**config.mk**
```make
export PLATFORM = sky130hd
export DESIGN_NAME = booth_mult_sequencer
export DESIGN_NICKNAME = d
export VERILOG_FILES = /design/src/rtl/booth_mult_sequencer.sv
export SDC_FILE = /design/constraint.sdc
export NUM_CORES = 1
export LEC_CHECK = 0
export ABC_AREA = 1
export CAP_MARGIN = 15
export CORE_ASPECT_RATIO = 1.5
export CORE_MARGIN = 3
export CORE_UTILIZATION = 33
export DETAILED_ROUTE_END_ITERATION = 16
export GPL_TIMING_DRIVEN = 0
export PLACE_DENSITY = 0.55
export REMOVE_ABC_BUFFERS = 1
export SLEW_MARGIN = 20
export SYNTH_ARGS = -nofsm -noshare
export SYNTH_HDL_FRONTEND = slang
export SYNTH_SLANG_ARGS = --single-unit
```
**constraint.sdc**
```tcl
create_clock -name clk -period 4.66 [get_ports clk]
set_input_delay 0.466 -clock clk [delete_from_list [all_inputs] [get_ports clk]]
set_output_delay 0.466 -clock clk [all_outputs]
set_load 0.01 [all_outputs]
```
**src/rtl/booth_mult_sequencer.sv**
```systemverilog
// Operand sequencer in front of a signed Booth multiplier: buffers operand pairs, issues start
// pulses, waits for completion and holds the product on a valid/ready output. Optional watchdog via BOOTH_SEQ_TIMEOUT_EN.
module booth_mult_sequencer #(
  parameter int WIDTH          = 4,
  parameter int DEPTH          = 4,
  parameter int TIMEOUT_CYCLES = 32
) (
  input  logic                 clk,
  input  logic                 rst,
  input  logic                 in_valid,
  output logic                 in_ready,
  input  logic [WIDTH-1:0]     in_x,
  input  logic [WIDTH-1:0]     in_y,
  output logic                 mul_start,
  output logic [WIDTH-1:0]     mul_x,
  output logic [WIDTH-1:0]     mul_y,
  input  logic [2*WIDTH-1:0]   mul_z,
  input  logic                 mul_valid,
  output logic                 out_valid,
  input  logic                 out_ready,
  output logic [2*WIDTH-1:0]   out_z,
  output logic [WIDTH-1:0]     out_x,
  output logic [WIDTH-1:0]     out_y,
`ifdef BOOTH_SEQ_TIMEOUT_EN
  output logic                 err_timeout,
`endif
  output logic                 busy
);

  localparam int AW = $clog2(DEPTH);
  localparam int CW = AW + 1;
  localparam int TW = $clog2(TIMEOUT_CYCLES + 1);

  if (DEPTH < 2 || (DEPTH & (DEPTH - 1)) != 0 || TIMEOUT_CYCLES < 1) begin : g_bad_param
    $error("booth_mult_sequencer: DEPTH must be a power of 2 >= 2 and TIMEOUT_CYCLES >= 1");
  end

  // state    | meaning
  // ST_IDLE  | waiting for an operand pair in the FIFO
  // ST_ISSUE | mul_start asserted for this single cycle
  // ST_WAIT  | waiting for the rising edge of mul_valid
  // ST_HOLD  | result presented until out_ready
  typedef enum logic [1:0] {
    ST_IDLE  = 2'd0,
    ST_ISSUE = 2'd1,
    ST_WAIT  = 2'd2,
    ST_HOLD  = 2'd3
  } state_t;

  state_t                 state_q;
  logic                   mul_start_q;
  logic [WIDTH-1:0]       mul_x_q, mul_y_q;
  logic                   out_valid_q;
  logic [2*WIDTH-1:0]     out_z_q;
  logic [WIDTH-1:0]       out_x_q, out_y_q;
  logic                   mul_valid_q;

  logic [2*WIDTH-1:0]     mem_q [DEPTH];
  logic [AW-1:0]          wr_ptr_q, wr_ptr_d;
  logic [AW-1:0]          rd_ptr_q, rd_ptr_d;
  logic [CW-1:0]          count_q, count_d;

  logic                   fifo_empty, fifo_full, push, pop, mul_done;
  logic [2*WIDTH-1:0]     head;

  assign fifo_empty = (count_q == '0);
  assign fifo_full  = (count_q == CW'(DEPTH));
  assign push       = in_valid && !fifo_full;
  assign pop        = (state_q == ST_IDLE) && !fifo_empty;
  assign head       = mem_q[rd_ptr_q];
  assign mul_done   = mul_valid && !mul_valid_q;

  always_comb begin
    wr_ptr_d = wr_ptr_q;
    rd_ptr_d = rd_ptr_q;
    count_d  = count_q;
    if (push) wr_ptr_d = wr_ptr_q + AW'(1);
    if (pop)  rd_ptr_d = rd_ptr_q + AW'(1);
    case ({push, pop})
      2'b10:   count_d = count_q + CW'(1);
      2'b01:   count_d = count_q - CW'(1);
      default: count_d = count_q;
    endcase
  end

  always_ff @(posedge clk or posedge rst) begin
    if (rst) begin
      wr_ptr_q <= '0;
      rd_ptr_q <= '0;
      count_q  <= '0;
    end else begin
      wr_ptr_q <= wr_ptr_d;
      rd_ptr_q <= rd_ptr_d;
      count_q  <= count_d;
    end
  end

  // Storage needs no reset; the pointers and count define what is valid.
  always_ff @(posedge clk) begin
    if (push) mem_q[wr_ptr_q] <= {in_x, in_y};
  end

`ifdef BOOTH_SEQ_TIMEOUT_EN
  logic [TW-1:0] wait_cnt_q;
  logic          err_timeout_q;
  assign err_timeout = err_timeout_q;
`endif

  always_ff @(posedge clk or posedge rst) begin
    if (rst) begin
      state_q     <= ST_IDLE;
      mul_start_q <= 1'b0;
      mul_x_q     <= '0;
      mul_y_q     <= '0;
      out_valid_q <= 1'b0;
      out_z_q     <= '0;
      out_x_q     <= '0;
      out_y_q     <= '0;
      mul_valid_q <= 1'b0;
`ifdef BOOTH_SEQ_TIMEOUT_EN
      wait_cnt_q    <= '0;
      err_timeout_q <= 1'b0;
`endif
    end else begin
      mul_valid_q <= mul_valid;
      case (state_q)
        ST_IDLE: begin
          if (!fifo_empty) begin
            mul_x_q     <= head[2*WIDTH-1:WIDTH];
            mul_y_q     <= head[WIDTH-1:0];
            mul_start_q <= 1'b1;
            state_q     <= ST_ISSUE;
          end
        end
        ST_ISSUE: begin
          mul_start_q <= 1'b0;
`ifdef BOOTH_SEQ_TIMEOUT_EN
          wait_cnt_q  <= TW'(TIMEOUT_CYCLES - 1);
`endif
          state_q     <= ST_WAIT;
        end
        ST_WAIT: begin
          // Only a fresh rising edge counts; a level left over from the previous op is ignored.
          if (mul_done) begin
            out_z_q     <= mul_z;
            out_x_q     <= mul_x_q;
            out_y_q     <= mul_y_q;
            out_valid_q <= 1'b1;
            state_q     <= ST_HOLD;
          end
`ifdef BOOTH_SEQ_TIMEOUT_EN
          else if (wait_cnt_q == '0) begin
            err_timeout_q <= 1'b1;
            out_z_q       <= '0;
            out_x_q       <= mul_x_q;
            out_y_q       <= mul_y_q;
            out_valid_q   <= 1'b1;
            state_q       <= ST_HOLD;
          end else begin
            wait_cnt_q <= wait_cnt_q - TW'(1);
          end
`endif
        end
        ST_HOLD: begin
          if (out_ready) begin
            out_valid_q <= 1'b0;
            state_q     <= ST_IDLE;
          end
        end
        default: state_q <= ST_IDLE;
      endcase
    end
  end

  assign in_ready  = !fifo_full;
  assign mul_start = mul_start_q;
  assign mul_x     = mul_x_q;
  assign mul_y     = mul_y_q;
  assign out_valid = out_valid_q;
  assign out_z     = out_z_q;
  assign out_x     = out_x_q;
  assign out_y     = out_y_q;
  assign busy      = (state_q != ST_IDLE) || !fifo_empty;

endmodule

```
==> flow_metrics.py, run 1 <==
metrics = {
    "sta": {
        "worst_pin_slew_ns": 0.856,
        "maxSlewHeadroom": 0.427,
        "setup_viol": 0,
        "fmax_ghz": 0.442,
        "clock_skew_ns": 0.00501,
        "hold_ws_ns": 0.349,
        "period_share": 0.485,
        "grt_setup_unrepaired": "false",
        "finalSetupTns_ns": 0,
        "fin_crit_ns": 2.26,
        "finalMaxSlewViolations": 0,
        "finalHoldViolCount": 0,
    },
    "synth": {
        "syn_area_um2": 3020,
        "synthCells": 313,
        "synth_warnings": 0,
        "synth-seq-cells": 68,
        "yosysSeqAreaShare": 0.616,
        "avgSynthCellArea_um2": 9.65,
        "synth.distinct_cells": 25,
    },
    "global_routing": {
        "grt_pass1_wl_um": 9090,
        "grt_max_degree": 33,
        "grt_pass1_vias": 2028,
        "antenna_found_initial": 0,
        "grt_use_total": 0.113,
        "grt_overflow": 0,
    },
    "finish": {
        "antenna_cells": 0,
        "drive_gt1_frac": 0.0650,
        "fillers": 875,
        "final_core_util": 0.432,
        "area.growth.synth_to_final_pct": 26.9,
        "nets": 397,
    },
    "power_and_ir_drop": {
        "pwr-share-comb": 0.377,
        "peakVddDrop_v": 0.000318,
        "p_int_mw": 1.63,
        "swShare": 0.346,
        "p_sw_mw": 0.862,
        "clock_power_share": 0.227,
        "fin_total_pwr_mw": 2.49,
        "p_seq_frac": 0.396,
        "power.density_nw_per_um2": 650,
        "p_leak_nw": 1.86,
    },
    "routing": {
        "first_iter_violations": 84,
        "wl_per_cell_um": 11.2,
        "vias": 2010,
        "vias_per_cell": 4.20,
        "ant_nets": 0,
        "routed_wl_um": 5350,
        "drc": 0,
        "drt_pre_antenna_iters": 4,
    },
    "cts": {
        "cts_buffers": 9,
        "clk_latency_ns": 0.32,
        "cts_tree": "built",
        "htreeDepth": 3,
        "root_buffer": "clkbuf_16",
        "holdBufCountCts": 0,
        "clock_path_buffers": 2,
        "path_clk_slew_ns": 0.05,
        "cts.sinks": 68,
        "post_cts_buffers": 0,
        "cts-resized-gates": 0,
    },
    "placed_design": {
        "gp_congestion": 0.687,
        "dpl.hpwl_um": 3820,
        "io_buffers": 48,
    },
    "floorplan": {
        "dieArea_um2": 10400,
        "num_rows": 42,
        "die_h_um": 123,
        "start_util": 0.340,
        "boundaryPins": 49,
        "fp.dieW_um": 84.1,
        "core-area_um2": 8880,
    },
    "critical_path": {
        "cp_top_family": "buffers and inverters",
        "cp_slowest_cell": "clkdlybuf4s50_1",
        "cp.arrival_ns": 1.79,
        "reg2regPathDepth": 10,
        "crit_chain": "inv_1 -> ha_1 -> nand3_1 -> clkdlybuf4s50_1",
        "rr_startpoint": "state_q[1]$_DFFE_PP0P_",
        "cp_num_buf_inv": 2,
        "slowest_delay_ns": 0.57,
        "crit_fanout": 5,
        "r2r_slack_ns": 2.41,
        "required_ns": 4.19,
        "endpoint_kind": "primary output",
        "startpoint_type": "flop",
        "r2r-end": "count_q[2]$_DFFE_PP0P_",
        "crit_type": "reg -> out",
        "crit_start": "state_q[0]$_DFFE_PP0P_",
    },
    "min_path": {
        "hp-class": "in -> async",
    },
    "job": {
        "cap_violations": 0,
    },
    "outcome": {
        "status": "complete, no violations",
    },
}
==> cells by family (layout without fill, tap and decap cells) <==
family | Yosys count | count (layout) | share of synthesized area
and+or+nand+nor | 164 | 164 | 0.224
DFF | 68 | 68 | 0.616
buffers and inverters | 63 | 119 | 0.0940
adders and majority gates | 10 | 10 | 0.0439
xor gates and xnor gates | 5 | 5 | 0.0145
AOI/OAI and AO/OA | 3 | 3 | 0.00704
==> sequential cells by signal (all words and copies together), names as in the netlist <==
| signal | count |
|---|---|
| state_q | 2 |
| out_valid | 1 |
| mem_q | 32 |
| mul_x | 4 |
| mul_y | 4 |
| out_x | 4 |
| out_y | 4 |
| mul_valid_q | 1 |
| wr_ptr_q | 2 |
| mul_start | 1 |
| rd_ptr_q | 2 |
| count_q | 3 |
| out_z | 8 |
==> Yosys cell counts, drive strengths merged <==
| cell | instances | share of area |
|---|---|---|
| buf | 4 | 0.015 |
| clkbuf | 3 | 0.0095 |
| dfrtp | 36 | 0.30 |
| edfxtp | 32 | 0.32 |
| fa | 1 | 0.0066 |
| ha | 9 | 0.037 |
| inv | 56 | 0.070 |
| nand2 | 135 | 0.17 |
| nand3 | 19 | 0.031 |
| nand3b | 1 | 0.0025 |
| nand4 | 2 | 0.0041 |
| nor2 | 6 | 0.014 |
| o21a | 1 | 0.0025 |
| o21ai | 2 | 0.0046 |
| or2 | 1 | 0.0021 |
| xnor2 | 2 | 0.0058 |
| xor2 | 3 | 0.0087 |
==> area by class of cell <==
class | instances | area [um^2] | share of cell area
Multi-Input combinational cell | 182 | 875 | 0.228
Sequential cell | 68 | 1860 | 0.486
Tap cell | 110 | 138 | 0.0359
Clock buffer | 11 | 233 | 0.0607
Inverter | 56 | 210 | 0.0548
Timing Repair Buffer | 49 | 500 | 0.131
Clock inverter | 3 | 16.3 | 0.00424
==> placed cells by master, fill, tap and decap left out <==
master | netlist | final
nand2_1 | 132 | 132
inv_1 | 52 | 51
clkdlybuf4s50_1 | 0 | 48
dfrtp_1 | 36 | 36
edfxtp_1 | 32 | 32
nand3_1 | 19 | 19
ha_1 | 9 | 9
clkbuf_16 | 0 | 9
inv_2 | 4 | 5
nor2_1 | 4 | 4
nand2_2 | 3 | 3
xor2_1 | 3 | 3
nand4_1 | 2 | 2
xnor2_1 | 2 | 2
clkbuf_1 | 0 | 2
nor2_2 | 1 | 1
or2_2 | 1 | 1
o21ai_0 | 1 | 1
nor2_8 | 1 | 1
nand3b_1 | 1 | 1
o21ai_2 | 1 | 1
o21a_1 | 1 | 1
fa_1 | 1 | 1
clkinv_1 | 0 | 1
clkinvlp_4 | 0 | 1
clkinv_2 | 0 | 1
buf_12 | 0 | 1
==> stage by stage <==
stage | instances | cell area [um^2] | setup WS [ns]
after floorplan | 306 | 2950 | 2.71
after global placement | 464 | 3560 | 2.46
after detailed placement | 465 | 3580 | 2.39
after CTS | 479 | 3830 | 2.36
after global routing | 479 | 3830 | 2.20
final | 479 | 3830 | 2.40
==> power groups by stage <==
stage	combinational, mW	clock (mW)	sequential, mW
global placement	0.936	0	0.996
CTS	0.960	0.588	0.992
detailed placement	0.955	0	1.00
floorplan	0.525	0	1.02
global route	1.08	0.613	1.02
finish	0.939	0.565	0.987
==> worst max-delay path by stage <==
stage                             end  cells past startpoint
6_report                         busy                      4
5_1_grt        count_q[2]$_DFFE_PP0P_                     10
4_1_cts        count_q[2]$_DFFE_PP0P_                     10
3_5_place_dp   count_q[2]$_DFFE_PP0P_                     10
3_3_place_gp   count_q[2]$_DFFE_PP0P_                     10
2_1_floorplan  count_q[2]$_DFFE_PP0P_                     10
==> per-layer routing <==
metal / global-route usage / part of all wire
met1: 0.116 / 0.41
met2: 0.206 / 0.51
met3: 0.0353 / 0.055
met4: 0.0604 / 0.020
met5: 0 / 0
Power figures use the tool's default switching activity.
==> run 2, diff against run 1 <==
- clock period: 4.66 -> 2.2 ns (I/O delays scaled with it)
==> flow_metrics.py, run 2 (same netlist as run 1, synthesis figures left out) <==
metrics = {
    "placed_design": {
        "dpl.hpwl_um": 3820,
        "place_area_um2": 3580,
        "gp_congestion": 0.687,
        "pre_cts_ws_ns": -0.0746,
        "io_buffers": 48,
    },
    "finish": {
        "top_register": "mem_q",
        "antenna_cells": 0,
        "fillers": 869,
        "final_core_util": 0.435,
        "final_cell_mix": "nand2_1, inv_1, clkdlybuf4s50_1",
        "area.growth.synth_to_final_pct": 28.0,
        "final_area_um2": 3860,
        "final_common_cell": "nand2_1",
        "nets": 397,
        "drive_gt1_frac": 0.0678,
        "largest_reg_flops": 32,
    },
    "critical_path": {
        "crit_type": "reg -> reg",
        "endpoint_kind": "flop",
        "crit_fanout": 13,
        "reg2regPathDepth": 10,
        "startpoint_type": "flop",
        "r2r_slack_ns": 0.18,
        "required_ns": 2.40,
        "cp.arrival_ns": 2.22,
    },
    "sta": {
        "worst_pin_slew_ns": 0.856,
        "finalMaxSlewViolations": 0,
        "setup_viol": 0,
        "maxSlewHeadroom": 0.427,
        "fin_crit_ns": 2.02,
        "finalSetupTns_ns": 0,
        "fmax_ghz": 0.495,
        "clock_skew_ns": 0.00597,
        "grt_setup_unrepaired": "false",
        "period_share": 0.918,
        "finalHoldViolCount": 0,
        "hold_ws_ns": 0.104,
        "fin_ws_ns": 0.181,
    },
    "cts": {
        "clk_latency_ns": 0.32,
        "cts.sinks": 68,
        "htreeDepth": 3,
        "path_clk_slew_ns": 0.05,
        "clock_path_buffers": 2,
        "post_cts_buffers": 0,
        "cts_buffers": 9,
        "root_buffer": "clkbuf_16",
        "cts_tree": "built",
    },
    "routing": {
        "routed_wl_um": 5320,
        "wl_per_cell_um": 11.1,
        "vias": 2005,
        "vias_per_cell": 4.19,
        "drt_pre_antenna_iters": 4,
        "drc": 0,
        "ant_nets": 0,
        "first_iter_violations": 87,
    },
    "floorplan": {
        "boundaryPins": 49,
        "core-area_um2": 8880,
        "dieArea_um2": 10400,
        "fp.dieW_um": 84.1,
        "start_util": 0.340,
        "die_h_um": 123,
        "num_rows": 42,
    },
    "min_path": {
        "hp-class": "in -> async",
    },
    "job": {
        "cap_violations": 0,
    },
    "global_routing": {
        "antenna_found_initial": 0,
        "grt_max_degree": 33,
        "grt_pass1_wl_um": 9100,
        "grt_overflow": 0,
        "grt_use_total": 0.113,
        "grt_pass1_vias": 2031,
    },
    "outcome": {
        "status": "complete, no violations",
    },
    "power_and_ir_drop": {
        "p_int_mw": 3.49,
        "p_seq_frac": 0.391,
        "power.density_nw_per_um2": 1380,
        "p_sw_mw": 1.86,
        "peakVddDrop_v": 0.000674,
        "clock_power_share": 0.224,
        "pwr-share-comb": 0.385,
        "p_leak_nw": 1.86,
        "swShare": 0.348,
    },
}
==> run 2: cell counts in the layout (fill, tap and decap cells not counted) <==
No cell type changed its count.
==> run 2: worst paths after layout <==
check                                       startpoint                      to
worst min register to register    out_z[3]$_DFFE_PP0P_    out_z[3]$_DFFE_PP0P_
worst max-delay path            state_q[0]$_DFFE_PP0P_  count_q[2]$_DFFE_PP0P_
worst max register to register  state_q[0]$_DFFE_PP0P_  count_q[2]$_DFFE_PP0P_
max in group asynchronous                          rst  count_q[2]$_DFFE_PP0P_
worst min-delay path                               rst    mul_y[0]$_DFFE_PP0P_
min in group clk                             mul_valid   mul_valid_q$_DFF_PP0_
==> run 2: critical path, stage by stage (launching register included) <==
cell      delay [ns]
dfrtp_1         0.41
inv_1           0.14
ha_4            0.19
nand2_8         0.10
inv_6           0.11
ha_1            0.17
inv_1           0.07
fa_1            0.38
nand2_1         0.08
nand3b_1        0.10
xor2_1          0.15
==> run 2: cell type report <==
cell class | instances | area (um^2) | share of cell area
clock buffer | 11 | 233 | 0.0602
clock inverter | 3 | 16.3 | 0.00421
inverter | 56 | 215 | 0.0557
multi-input combinational | 182 | 901 | 0.233
sequential | 68 | 1860 | 0.482
tap | 110 | 138 | 0.0356
timing repair buffer | 49 | 500 | 0.129
==> run 2: per-layer routing <==
metal / wire length, um / GRT usage
met1: 2200 / 0.116
met2: 2720 / 0.206
met3: 293 / 0.0353
met4: 106 / 0.0604
met5: 0 / 0
==> run 2: per-stage QoR <==
| step | cells | total power [mW] |
|---|---|---|
| after floorplan | 306 | 3.28 |
| after global placement | 464 | 4.09 |
| after detailed placement | 465 | 4.14 |
| after CTS | 479 | 5.40 |
| after global routing | 479 | 5.81 |
| final | 479 | 5.35 |
==> run 2: what timing repair did <==
item / CTS / global route
endpoints found under the setup margin: 1 / 1
gates resized for setup: 2 / 4
cloned: 0 / 0
hold buffers: 0 / 0
==> run 2: power by group through the flow <==
stage,logic (mW),registers (mW),clock network [mW]
after floorplan,1.11,2.17,0
after global placement,1.98,2.11,0
after detailed placement,2.02,2.12,0
after CTS,2.05,2.10,1.25
after global routing,2.36,2.15,1.30
final,2.06,2.09,1.20
